## config.mk

```make
export PLATFORM = sky130hd
export DESIGN_NAME = keccak_round_ctrl_flat
export DESIGN_NICKNAME = d
export VERILOG_FILES = /design/src/rtl/keccak_round_ctrl_if.sv /design/src/rtl/keccak_round_ctrl.sv /design/src/flat_wrapper.sv
export SDC_FILE = /design/constraint.sdc
export NUM_CORES = 1
export LEC_CHECK = 0
export BUFFER_PORTS_ARGS = -buffer_cell sky130_fd_sc_hd__buf_2
export CAP_MARGIN = 30
export CORE_MARGIN = 2
export CORE_UTILIZATION = 48
export CTS_CLUSTER_DIAMETER = 80
export DETAILED_ROUTE_END_ITERATION = 8
export HOLD_SLACK_MARGIN = 0.15
export PLACE_DENSITY = 0.85
export SYNTH_ARGS = -nofsm -noshare
export SYNTH_HDL_FRONTEND = slang
export SYNTH_SLANG_ARGS = --single-unit
```

## constraint.sdc

```tcl
create_clock -name clk -period 4.4 [get_ports clk]
set_input_delay 0.66 -clock clk [delete_from_list [all_inputs] [get_ports clk]]
set_output_delay 0.66 -clock clk [all_outputs]
set_load 0.1 [all_outputs]
```

## src/rtl/keccak_round_ctrl_if.sv

```systemverilog
// Host/PRNG/datapath-facing control bundle of the masked Keccak round sequencer.
// The slave side is the sequencer; the master side drives start and the PRNG valid.
interface keccak_round_ctrl_if #(
    parameter int unsigned RW = 5
) ();
    logic          start;
    logic          busy;
    logic          done;
    logic          load_sel;
    logic          state_en;
    logic          exp_en;
    logic          rnd_ready;
    logic          rnd_valid;
    logic [RW-1:0] round;
    logic [63:0]   rc;

    modport master (
        output start,
        output rnd_valid,
        input  busy,
        input  done,
        input  load_sel,
        input  state_en,
        input  exp_en,
        input  rnd_ready,
        input  round,
        input  rc
    );

    modport slave (
        input  start,
        input  rnd_valid,
        output busy,
        output done,
        output load_sel,
        output state_en,
        output exp_en,
        output rnd_ready,
        output round,
        output rc
    );
endinterface

```

## src/rtl/keccak_round_ctrl.sv

```systemverilog
// Round sequencer for a two-cycle-per-round masked Keccak-f[1600] datapath:
// EXP registers the share expansion when fresh masks are valid, COMP compresses and applies iota.
module keccak_round_ctrl #(
    parameter int unsigned D  = 4,
    parameter int unsigned NR = 24,
    parameter int unsigned RW = 5
) (
    input  logic                clk,
    input  logic                rst,
    keccak_round_ctrl_if.slave  bus
);

    // An illegal configuration never leaves IDLE rather than running a malformed permutation.
    localparam bit ParamOk = (D >= 1) && (NR >= 1) && (NR <= 24) && ((2 ** RW) >= NR);
    localparam logic [RW-1:0] LastRound = RW'(NR - 1);
    localparam logic [7:0]    LfsrSeed  = 8'h01;

    typedef enum logic [2:0] {
        StIdle,
        StLoad,
        StExp,
        StComp,
        StDone
    } state_e;

    state_e        state_q, state_d;
    logic [RW-1:0] round_q, round_d;
    logic [7:0]    lfsr_q, lfsr_d;

    logic [7:0]    lfsr_walk;
    logic [7:0]    lfsr_adv;
    logic [63:0]   rc_round;

    // Galois form of x^8+x^6+x^5+x^4+1; bit 0 is the generator output.
    function automatic logic [7:0] lfsr_step(logic [7:0] s);
        logic [7:0] shifted;
        shifted = {s[6:0], 1'b0};
        return s[7] ? (shifted ^ 8'h71) : shifted;
    endfunction

    // Seven generator outputs per round land on rc bits 0,1,3,7,15,31,63.
    always_comb begin
        lfsr_walk = lfsr_q;
        rc_round  = '0;
        for (int j = 0; j < 7; j++) begin
            rc_round[6'((1 << j) - 1)] = lfsr_walk[0];
            lfsr_walk = lfsr_step(lfsr_walk);
        end
        lfsr_adv = lfsr_walk;
    end

    always_ff @(posedge clk or posedge rst) begin
        if (rst) begin
            state_q <= StIdle;
            round_q <= '0;
            lfsr_q  <= LfsrSeed;
        end else begin
            state_q <= state_d;
            round_q <= round_d;
            lfsr_q  <= lfsr_d;
        end
    end

    always_comb begin
        state_d = state_q;
        round_d = round_q;
        lfsr_d  = lfsr_q;
        unique case (state_q)
            StIdle: begin
                if (bus.start && ParamOk) begin
                    state_d = StLoad;
                end
            end
            StLoad: begin
                round_d = '0;
                lfsr_d  = LfsrSeed;
                state_d = StExp;
            end
            StExp: begin
                if (bus.rnd_valid) begin
                    state_d = StComp;
                end
            end
            StComp: begin
                if (round_q == LastRound) begin
                    state_d = StDone;
                end else begin
                    round_d = round_q + RW'(1);
                    lfsr_d  = lfsr_adv;
                    state_d = StExp;
                end
            end
            StDone: begin
                round_d = '0;
                lfsr_d  = LfsrSeed;
                state_d = StIdle;
            end
            default: begin
                round_d = '0;
                lfsr_d  = LfsrSeed;
                state_d = StIdle;
            end
        endcase
    end

    // Everything except exp_en is decoded from registered state only.
    always_comb begin
        bus.busy      = 1'b0;
        bus.done      = 1'b0;
        bus.load_sel  = 1'b0;
        bus.state_en  = 1'b0;
        bus.rnd_ready = 1'b0;
        bus.exp_en    = 1'b0;
        bus.rc        = '0;
        unique case (state_q)
            StIdle: begin
            end
            StLoad: begin
                bus.busy     = 1'b1;
                bus.load_sel = 1'b1;
                bus.state_en = 1'b1;
            end
            StExp: begin
                bus.busy      = 1'b1;
                bus.rnd_ready = 1'b1;
                bus.exp_en    = bus.rnd_valid;
            end
            StComp: begin
                bus.busy     = 1'b1;
                bus.state_en = 1'b1;
                bus.rc       = rc_round;
            end
            StDone: begin
                bus.busy = 1'b1;
                bus.done = 1'b1;
            end
            default: begin
            end
        endcase
    end

    assign bus.round = round_q;

endmodule
```

## src/flat_wrapper.sv

```systemverilog
// flat-port wrapper written by rule: the top's interface ports become plain ports
module keccak_round_ctrl_flat 
#(
    parameter int unsigned D  = 4,
    parameter int unsigned NR = 24,
    parameter int unsigned RW = 5
)
  (clk, rst, bus_start, bus_rnd_valid, bus_busy, bus_done, bus_load_sel, bus_state_en, bus_exp_en, bus_rnd_ready, bus_round, bus_rc);
  keccak_round_ctrl_if #(.RW(RW)) bus_i ();
  input  logic clk;
  input  logic rst;
  input wire logic [$bits(bus_i.start)-1:0] bus_start;
  input wire logic [$bits(bus_i.rnd_valid)-1:0] bus_rnd_valid;
  output wire logic [$bits(bus_i.busy)-1:0] bus_busy;
  output wire logic [$bits(bus_i.done)-1:0] bus_done;
  output wire logic [$bits(bus_i.load_sel)-1:0] bus_load_sel;
  output wire logic [$bits(bus_i.state_en)-1:0] bus_state_en;
  output wire logic [$bits(bus_i.exp_en)-1:0] bus_exp_en;
  output wire logic [$bits(bus_i.rnd_ready)-1:0] bus_rnd_ready;
  output wire logic [$bits(bus_i.round)-1:0] bus_round;
  output wire logic [$bits(bus_i.rc)-1:0] bus_rc;
  assign bus_i.start = bus_start;
  assign bus_i.rnd_valid = bus_rnd_valid;
  assign bus_busy = bus_i.busy;
  assign bus_done = bus_i.done;
  assign bus_load_sel = bus_i.load_sel;
  assign bus_state_en = bus_i.state_en;
  assign bus_exp_en = bus_i.exp_en;
  assign bus_rnd_ready = bus_i.rnd_ready;
  assign bus_round = bus_i.round;
  assign bus_rc = bus_i.rc;
  keccak_round_ctrl #(.D(D), .NR(NR), .RW(RW)) u_core (.clk(clk), .rst(rst), .bus(bus_i));
endmodule
```

Word level (Yosys, flattened, before mapping)
Index checks and enable logic that the tools add are counted.
{ "classes": {"n_addsub": 1, "n_eq_ne": 8, "muxes": 22, "bitwise": 8, "n_reduce_logical": 6} }
{ "ops": {"columns": ["op", "n"], "rows": [
  ["two-way mux 7 bit", 7],
  ["two-way mux 32 bit", 1],
  ["NOT 4 bit", 7],
  ["case mux 8 bit (2 select lines)", 1],
  ["case mux 3 bit (4 select lines)", 1],
  ["case mux 5 bit (2 select lines)", 1],
  ["two-way mux 3 bit", 3],
  ["two-way mux 8 bit", 1],
  ["== test 3 x 2 -> 1 bit (second input constant)", 2],
  ["two-way mux 1 bit", 6],
  ["!= test 2 bit (second input constant)", 3],
  ["adder 5 x 1 -> 5 bit (second input constant)", 1],
  ["== test 5 bit (second input constant)", 1],
  ["two-way mux 5 bit", 1],
  ["AND reduction 2 bit", 2],
  ["OR reduction 2 bit", 2],
  ["OR reduction 4 bit", 1],
  ["== test 3 x 1 -> 1 bit (second input constant)", 1],
  ["== test 3 bit (second input constant)", 1],
  ["zero test 3 bit", 1],
  ["NOT 1 bit", 1]
]} }
{ "word_totals": {"ff_bits": 16, "input_bits": 4, "output_inout_bits": 75} }

Longest topological paths before layout
Gate-level depths: netlist (run 1).
{ "depth": {"word_depth": 16, "mapped_depth": 5} }

Worst setup path after synthesis (run 1)
OpenSTA, ideal clock, no wires.
{ "synth_path": {"path_kind": "reg-to-output", "startpoint": "reg u_core.state_q[2]", "endpoint": "out bus_load_sel", "arrival_ns": 3.338, "required_time_ns": 3.740, "setup_slack_ns": 0.402, "stages_incl_launch_ff": 4, "n_path_buf": 1, "path_cell_list": "dfrtp_1 buf_2 nor2b_1 nor2b_1"} }
{ "synth_via": {"elab_chain_cells": 2} }
{ "synth_rtl": {"columns": ["item", "line_no", "rtl"], "rows": [
  ["start: declaration", "keccak_round_ctrl.sv:26", "state_e state_q, state_d;"],
  ["start signal: assignment", "keccak_round_ctrl.sv:54", "state_q <= StIdle;"],
  ["start signal: assignment", "keccak_round_ctrl.sv:58", "state_q <= state_d;"],
  ["== test 3 x 1 -> 1 bit", "keccak_round_ctrl.sv:115", "unique case (state_q)"],
  ["two-way mux 1 bit", "keccak_round_ctrl.sv:115", null],
  ["end: declaration", "flat_wrapper.sv:16", "output wire logic [$bits(bus_i.load_sel)-1:0] bus_load_sel;"]
]} }
No other way between the ends.

Worst setup path in the final report (run 1)
{ "layout_path": {"startpoint": "reg u_core.lfsr_q[5]", "endpoint": "out bus_rc[31]"} }
{ "layout_via": {"elab_chain_cells": 5} }
{ "layout_rtl": {"columns": ["item", "line_no", "rtl"], "rows": [
  ["start: declaration", "keccak_round_ctrl.sv:28", "logic [7:0] lfsr_q, lfsr_d;"],
  ["start signal: assignment", "keccak_round_ctrl.sv:56", "lfsr_q <= LfsrSeed;"],
  ["start signal: assignment", "keccak_round_ctrl.sv:60", "lfsr_q <= lfsr_d;"],
  ["NOT 4 bit (no source line)", null, null],
  ["two-way mux 7 bit (*) (3 in a row)", "keccak_round_ctrl.sv:38", "return s[7] ? (shifted ^ 8'h71) : shifted;"],
  ["two-way mux 32 bit (*)", "keccak_round_ctrl.sv:115", null],
  ["end: declaration", "flat_wrapper.sv:21", "output wire logic [$bits(bus_i.rc)-1:0] bus_rc;"]
]} }
Mark *: on every way between the ends. The rest lies on a longest branch, timed or not.

==> impl_table.tex, run 1 <==
\begin{tabular}{lr}
\hline
Metric & Value \\
\hline
\multicolumn{2}{l}{\textbf{STA}} \\
\quad Slew HR & 59.56\% \\
\quad Max Clk Rate & 0.4133 GHz \\
\quad Worst Tran Pin Value & 0.6060 ns \\
\quad Ratio of final minimum period to clock period & 55.00\% \\
\quad Worst-case clock skew & approximately 0.0033 ns \\
\quad Unrepaired setup endpoints after global routing & false \\
\quad Post-layout worst setup margin & 1.980 ns \\
\quad Total negative setup slack & 0 ns \\
\quad Shortest period the worst path allows & 2.420 ns \\
\quad Total count of max-transition violations in the final report & 0 \\
\quad Final hold vios & 0 \\
\quad \# setup viols final & 0 \\
\multicolumn{2}{l}{\textbf{Job}} \\
\quad Max-capacitance violation count & 0 \\
\multicolumn{2}{l}{\textbf{Global routing}} \\
\quad Vias in the first global route & 744 \\
\quad Pin count of the biggest net entering global routing & 17 \\
\quad Total GRT Usage & 12.32\% \\
\quad Met2 capacity usage during global routing & 19.74\% \\
\quad Global-route wire length before repair & roughly 3200 µm \\
\quad Met3 GRT Util & 1.978\% \\
\quad Antenna violations before repair & 0 \\
\quad GRT overflow & 0 \\
\quad Most congested layer reported by global routing & met2 \\
\quad Met1 Use GR & 15.46\% \\
\multicolumn{2}{l}{\textbf{Placement}} \\
\quad Total placed cells including tap cells & 199 \\
\quad Post-place instance area & 1296 µm² \\
\quad GPL Wtd Cong & around 0.8 \\
\quad Post-Place Setup Slack & 2.300 ns \\
\quad HPWL Detailed & 1656 µm \\
\quad Port buffer count & 20 \\
\multicolumn{2}{l}{\textbf{Critical path}} \\
\quad Worst path max stage delay & 0.49 ns \\
\quad Sequence of cells on the critical path & xnor3\_1 -> nor2\_1 -> buf\_2 \\
\quad Crit start category & flop \\
\quad Kind of end point of the critical path & output port \\
\quad Flop2flop setup slack & 2.71 ns \\
\quad Path type of the worst setup path & flop to output port \\
\quad Slowest library cell on the worst path & xnor3\_1 \\
\quad Top fanout value on the critical path & 4 \\
\quad Critical path data required time & around 3.7 ns \\
\quad CP delay by family, top & XOR/XNOR gates \\
\quad Data arrival, critical path & 1.76 ns \\
\quad Critical path buffer and inverter count & 1 \\
\multicolumn{2}{l}{\textbf{Floorplan}} \\
\quad Height of the die & 58.66 µm \\
\quad Die Wd & 58.66 µm \\
\quad CORE AREA & 2805 µm² \\
\quad Boundary pin count & around 80 \\
\quad \# rows & 19 \\
\quad Total die area & 3440 µm² \\
\quad Effective utilization at floorplan & 51.12\% \\
\multicolumn{2}{l}{\textbf{Final layout}} \\
\quad Share of post-route cells with drive strength above 1 & 15.12\% \\
\quad Area Overhead vs Synth & -7.068\% \\
\quad Final standard cell area without fillers & 1333 µm² \\
\quad Antenna fix cells & 0 \\
\quad Filler-free cell count of the finished design & 203 \\
\quad Number of nets in the layout & 178 \\
\multicolumn{2}{l}{\textbf{Synthesis}} \\
\quad Register area share after synthesis & 28.01\% \\
\quad Post-synthesis register bit count & 16 \\
\quad Count of flip-flops with a built-in enable after synthesis & 0 \\
\quad Cell with the most instances after synthesis & buf\_4 \\
\quad Post-synth top flop & dfrtp\_1 \\
\quad Ranking of synthesized cells by instance count & 60 x buf\_4, 15 x dfrtp\_1, 9 x nor2\_1 \\
\quad Fraction of synthesized cell area taken by the top area cell type & 31.41\% \\
\quad Cell variety after synth & 35 \\
\quad Async S/R FF share, synth & 100.0\% \\
\quad Cell type contributing the most total cell area after synthesis & buf\_4 \\
\quad Gate count of the mapped netlist & 158 \\
\quad Average footprint of a synthesized cell & 9.075 µm² \\
\quad Ys Warns & 0 \\
\quad Mapped cell area & 1434 µm² \\
\quad Synth top area cells & buf\_4 31\%, dfrtp\_1 26\%, xnor3\_1 6.3\% \\
\multicolumn{2}{l}{\textbf{Pwr}} \\
\quad Overall power after layout & approximately 1.2 mW \\
\quad Power density relative to cell area & 876.0 nW/µm² \\
\quad VDD IR max & 261.6 µV \\
\quad Cell leakage power & 0.7126 nW \\
\multicolumn{2}{l}{\textbf{Route}} \\
\quad Via/cell ratio & around 4.4 \\
\quad Violation count after the first detailed-routing iteration & 15 \\
\quad DR vias & 895 \\
\quad Remaining antenna violation count after routing & 0 \\
\quad Detail-routed net length per standard cell & $\sim$11 µm \\
\quad Iteration count of the initial detailed-routing pass & 6 \\
\quad Total Routed Length & 2208 µm \\
\quad DRC errors left & 3 \\
\multicolumn{2}{l}{\textbf{Clocking}} \\
\quad Clock tree from TritonCTS & done \\
\quad Maximum number of buffers from clock root to sink & 2 \\
\quad Worst-path clk slew & approximately 0.10 ns \\
\quad Post-CTS setup repair buffer count & 0 \\
\quad Total of cells resized after clock tree synthesis & 0 \\
\quad Root cell of the clock tree & clkbuf\_4 \\
\quad Worst-Skew Late Latency & 0.28 ns \\
\quad Count of hold-fix buffers inserted at cts & 0 \\
\quad Sinks on the clock net & 16 \\
\quad Level count of the clock H-tree & 1 \\
\quad CTS buffer count & 3 \\
\multicolumn{2}{l}{\textbf{Hold path}} \\
\quad HP Class & input port to asynchronous set/reset pin \\
\multicolumn{2}{l}{\textbf{Run status}} \\
\quad Status & complete, but fails checks \\
\quad Violations in the final reports & design-rule violations \\
\hline
\end{tabular}
## where the power goes
part	switching (mW)	total [mW]	internal, mW
combinational	0.583	0.797	0.213
sequential	0.0737	0.273	0.199
clock	0.0477	0.0980	0.0503
total	0.705	1.17	0.463
## through the flow
step	hold WS, ns	util, %
floorplan	0.4903	-
finish	0.4294	47.50
global route	0.4673	47.50
CTS	0.4455	47.50
global placement	0.5042	46.21
detailed placement	0.5123	46.21
## cell type report
type,instances,area (µm²)
repair buffers,20,100.1
inverters,1,3.754
fillers,260,1473
well taps,31,38.79
clock buffers,4,36.28
multi-input cells,131,752.0
flip-flops and latches,16,401.6
## final timing paths
| kind | to | depth (start not counted) | start |
|---|---|---|---|
| worst max-delay path | bus_rc[31] | 3 | u_core.lfsr_q[5] |
| max in group asynchronous | u_core.lfsr_q[2] | 2 | rst |
| min in group clk | u_core.lfsr_q[0] | 1 | u_core.lfsr_q[0] |
| worst min-delay path | u_core.state_q[1] | 2 | rst |
| worst max register to register | u_core.bus.round[3] | 4 | u_core.bus.round[0] |
| worst min register to register | u_core.lfsr_q[0] | 1 | u_core.lfsr_q[0] |
## cell usage in the layout, fill, tap and decap left out
cell type	instances
dfstp_2	1
xor2_1	3
a31oi_1	2
o21ai_1	1
nor3_1	1
a22o_1	4
xnor3_1	4
nor2b_1	3
buf_2	20
nand2_1	6
or4_1	3
or2_2	1
nand3b_1	1
or3_1	1
and3b_1	1
ha_1	1
and4b_1	1
nand3_1	5
dfrtp_1	15
nor2_1	9
xnor2_1	6
clkbuf_8	1
and2_1	5
o2bb2ai_1	2
clkbuf_4	3
conb_1	58
mux2i_1	1
a2bb2oi_1	1
nand4b_1	1
o211ai_1	2
a21oi_1	5
nand2b_1	2
o21ai_0	1
inv_1	1
## registers in the layout (all words and copies together), names as in the netlist
register,cells
u_core.bus.round,5
u_core.lfsr_q,8
u_core.state_q,3
## per-layer routing
| layer | routed length, µm | vias to the layer above |
|---|---|---|
| li1 | - | 435 |
| met1 | 918 | 406 |
| met2 | 1078 | 52 |
| met3 | 183 | 2 |
| met4 | 27 | 0 |
| met5 | 0 | - |
## kinds of logic (layout without fill, tap and decap cells)
group,after synthesis,count (layout),share of synthesized area [%]
flops,16,16,28.01
simple gates,40,40,15.27
xor+xnor,13,13,11.78
fa+ha+maj,1,1,0.8725
mux,1,1,0.6981
compound gates,18,18,8.637
other cells,1,58,0.2615
buf+inv,68,25,34.47
(Power assumes the default switching activity.)
==> run 2: changes to the inputs <==
--- a/config.mk
+++ b/config.mk
@@ -8,11 +8,11 @@
 export BUFFER_PORTS_ARGS = -buffer_cell sky130_fd_sc_hd__buf_2
 export CAP_MARGIN = 30
 export CORE_MARGIN = 2
-export CORE_UTILIZATION = 48
+export CORE_UTILIZATION = 45
 export CTS_CLUSTER_DIAMETER = 80
 export DETAILED_ROUTE_END_ITERATION = 8
 export HOLD_SLACK_MARGIN = 0.15
-export PLACE_DENSITY = 0.85
+export PLACE_DENSITY = 0.81
 export SYNTH_ARGS = -nofsm -noshare
 export SYNTH_HDL_FRONTEND = slang
 export SYNTH_SLANG_ARGS = --single-unit
==> constraint.sdc (replaced) <==
create_clock -name clk -period 2.4 [get_ports clk]
set_input_delay 0.36 -clock clk [delete_from_list [all_inputs] [get_ports clk]]
set_output_delay 0.36 -clock clk [all_outputs]
set_load 0.1 [all_outputs]
==> run 2 against run 1 <==
Effect of this change:
- critical path depth unchanged
- count of clock-buffer cells in the layout unchanged
- register-to-register slack worse by 2.1 ns
- the flow now finishes without violations
- final area up 3.7%
- highest routed layer unchanged
- combinational power up 83%
- worst setup slack worse by 1.8 ns
- first-iteration DRC count rose to 4.1 times the previous value
- critical endpoint unchanged
- non-clock buffer count up 1
- power up 83%
- sequential power up 82%
==> impl_table.tex, run 2 (same netlist as run 1, synthesis figures left out) <==
\begin{tabular}{lr}
\hline
Metric & Value \\
\hline
\multicolumn{2}{l}{\textbf{Run status}} \\
\quad Status & completed \\
\multicolumn{2}{l}{\textbf{Pwr}} \\
\quad Cell leakage power & just over 0.7 nW \\
\quad VDD IR max & 501.0 µV \\
\quad Overall power after layout & about 2.1 mW \\
\quad Power density relative to cell area & $\sim$1500 nW/µm² \\
\multicolumn{2}{l}{\textbf{STA}} \\
\quad Shortest period the worst path allows & 2.182 ns \\
\quad Worst Tran Pin Value & 0.6004 ns \\
\quad Slew HR & 59.93\% \\
\quad Max Clk Rate & 0.4582 GHz \\
\quad Total negative setup slack & 0 ns \\
\quad Unrepaired setup endpoints after global routing & false \\
\quad Ratio of final minimum period to clock period & 90.93\% \\
\quad \# setup viols final & 0 \\
\quad Worst-case clock skew & $\sim$0.0051 ns \\
\quad Total count of max-transition violations in the final report & 0 \\
\quad Final hold vios & 0 \\
\multicolumn{2}{l}{\textbf{Critical path}} \\
\quad Reg2reg path depth & 4 \\
\quad Endpoint of the worst-slack reg-to-reg timing path & u\_core.bus.round[3] \\
\quad Critical path data required time & 2.04 ns \\
\quad CP startpoint & u\_core.state\_q[2] \\
\quad Kind of end point of the critical path & output port \\
\quad Crit start category & flop \\
\quad Top fanout value on the critical path & 10 \\
\quad Critical register-to-register path startpoint & u\_core.bus.round[0] \\
\quad Path type of the worst setup path & flop to output port \\
\quad Flop2flop setup slack & 0.66 ns \\
\quad Data arrival, critical path & about 1.8 ns \\
\multicolumn{2}{l}{\textbf{Final layout}} \\
\quad Area Overhead vs Synth & -3.665\% \\
\quad Antenna fix cells & 0 \\
\quad Final-layout fill cell count & 312 \\
\quad Highest-count cells in the layout ignoring fill and taps & 58 x conb\_1, 20 x buf\_2, 15 x dfrtp\_1, 7 x nor2\_1, 6 x nand2\_1 \\
\quad Largest reg by FF count & u\_core.lfsr\_q \\
\quad Share of post-route cells with drive strength above 1 & between 10\% and 20\% \\
\quad Number of nets in the layout & 179 \\
\quad Most common cell after layout, fill and taps aside & conb\_1 \\
\quad Number of flip-flops under the largest register name & 8 \\
\multicolumn{2}{l}{\textbf{Placement}} \\
\quad GPL Wtd Cong & 0.7879 \\
\quad Port buffer count & 20 \\
\quad HPWL Detailed & 1675 µm \\
\multicolumn{2}{l}{\textbf{Route}} \\
\quad Remaining antenna violation count after routing & 0 \\
\quad Via/cell ratio & 4.074 \\
\quad Detail-routed net length per standard cell & 9.899 µm \\
\quad DRC errors left & 0 \\
\quad DR vias & 884 \\
\quad Total Routed Length & 2148 µm \\
\quad Violation count after the first detailed-routing iteration & 61 \\
\quad Iteration count of the initial detailed-routing pass & 4 \\
\multicolumn{2}{l}{\textbf{Hold path}} \\
\quad Number of cells on the worst hold path & 3 \\
\quad End point of the most critical hold path & u\_core.state\_q[0] \\
\quad HP Class & input port to flop \\
\quad Hold path startpoint & bus\_start \\
\multicolumn{2}{l}{\textbf{Global routing}} \\
\quad Pin count of the biggest net entering global routing & 17 \\
\quad GRT overflow & 0 \\
\quad Antenna violations before repair & 0 \\
\quad Global-route wire length before repair & about 3400 µm \\
\quad Vias in the first global route & roughly 760 \\
\quad Total GRT Usage & 12.30\% \\
\multicolumn{2}{l}{\textbf{Clocking}} \\
\quad Maximum number of buffers from clock root to sink & 2 \\
\quad Post-CTS setup repair buffer count & 0 \\
\quad Clock tree from TritonCTS & done \\
\quad Sinks on the clock net & 16 \\
\quad Worst-path clk slew & 0.09 ns \\
\quad CTS buffer count & 3 \\
\quad Worst-Skew Late Latency & 0.29 ns \\
\quad Total of cells resized after clock tree synthesis & 0 \\
\quad Root cell of the clock tree & clkbuf\_4 \\
\quad Level count of the clock H-tree & 1 \\
\multicolumn{2}{l}{\textbf{Floorplan}} \\
\quad CORE AREA & 3053 µm² \\
\quad Boundary pin count & 79 \\
\quad \# rows & 20 \\
\quad Height of the die & 60.45 µm \\
\quad Total die area & 3654 µm² \\
\quad Effective utilization at floorplan & 46.97\% \\
\quad Die Wd & 60.45 µm \\
\multicolumn{2}{l}{\textbf{Job}} \\
\quad Max-capacitance violation count & 0 \\
\hline
\end{tabular}
## run 2: changes by cell type in the layout (fill, tap and decap cells not counted), sizes merged
cell / change
dlygate4sd3: +1
## run 2: worst max-delay path, stage by stage (launching register included)
cell,delay [ns]
dfrtp_1,0.51
nand3b_1,0.39
nor2_1,0.19
buf_2,0.44
## run 2: stage by stage
| step | hold slack (ns) | util (%) | instance area [µm²] | worst slack [ns] | std cells |
|---|---|---|---|---|---|
| final | 0.3121 | 45.25 | 1381 | 0.2177 | 217 |
| after CTS | 0.3161 | 45.25 | 1381 | 0.2141 | 217 |
| after detailed placement | 0.4542 | 43.73 | 1335 | 0.5355 | 212 |
| after global routing | 0.3172 | 45.25 | 1381 | 0.1091 | 217 |
| after global placement | 0.4515 | 43.73 | 1335 | 0.5599 | 212 |
| after floorplan | 0.2730 | - | 1670 | 0.006919 | 215 |
## run 2: layout make-up
class	count	area, µm²	area share (%)
clock buffer	4	36.28	2.627
inverter	1	3.754	0.2717
multi-input combinational	131	774.5	56.07
sequential	16	401.6	29.08
tap	44	55.05	3.986
timing repair buffer	21	110.1	7.971
## run 2: what timing repair did
| action | CTS | global route |
|---|---|---|
| hold buffers | 1 | 0 |
| endpoints found under the setup margin | 0 | 0 |
| endpoints found under the hold margin | 15 | 0 |
## run 2: metal layers
metal | track usage, % | vias to the layer above | part of all wire, %
li1 | - | 435 | -
met1 | 15.50 | 406 | 44
met2 | 20.34 | 39 | 48
met3 | 1.919 | 4 | 5.7
met4 | 6.522 | 0 | 2.2
met5 | 0 | - | 0
## run 2: worst max path at each step
| stage | end | cells past startpoint |
|---|---|---|
| 3_5_place_dp | bus_rc[31] | 3 |
| 5_1_grt | bus_rc[31] | 3 |
| 2_1_floorplan | bus_load_sel | 3 |
| 4_1_cts | bus_rc[31] | 3 |
| 6_report | bus_rc[31] | 3 |
| 3_3_place_gp | bus_rc[31] | 3 |
## run 2: power by group
part | leakage [nW] | internal [mW] | switching, mW
clock | 0.0210 | 0.0925 | 0.0858
sequential | 0.187 | 0.364 | 0.132
combinational | 0.513 | 0.394 | 1.07
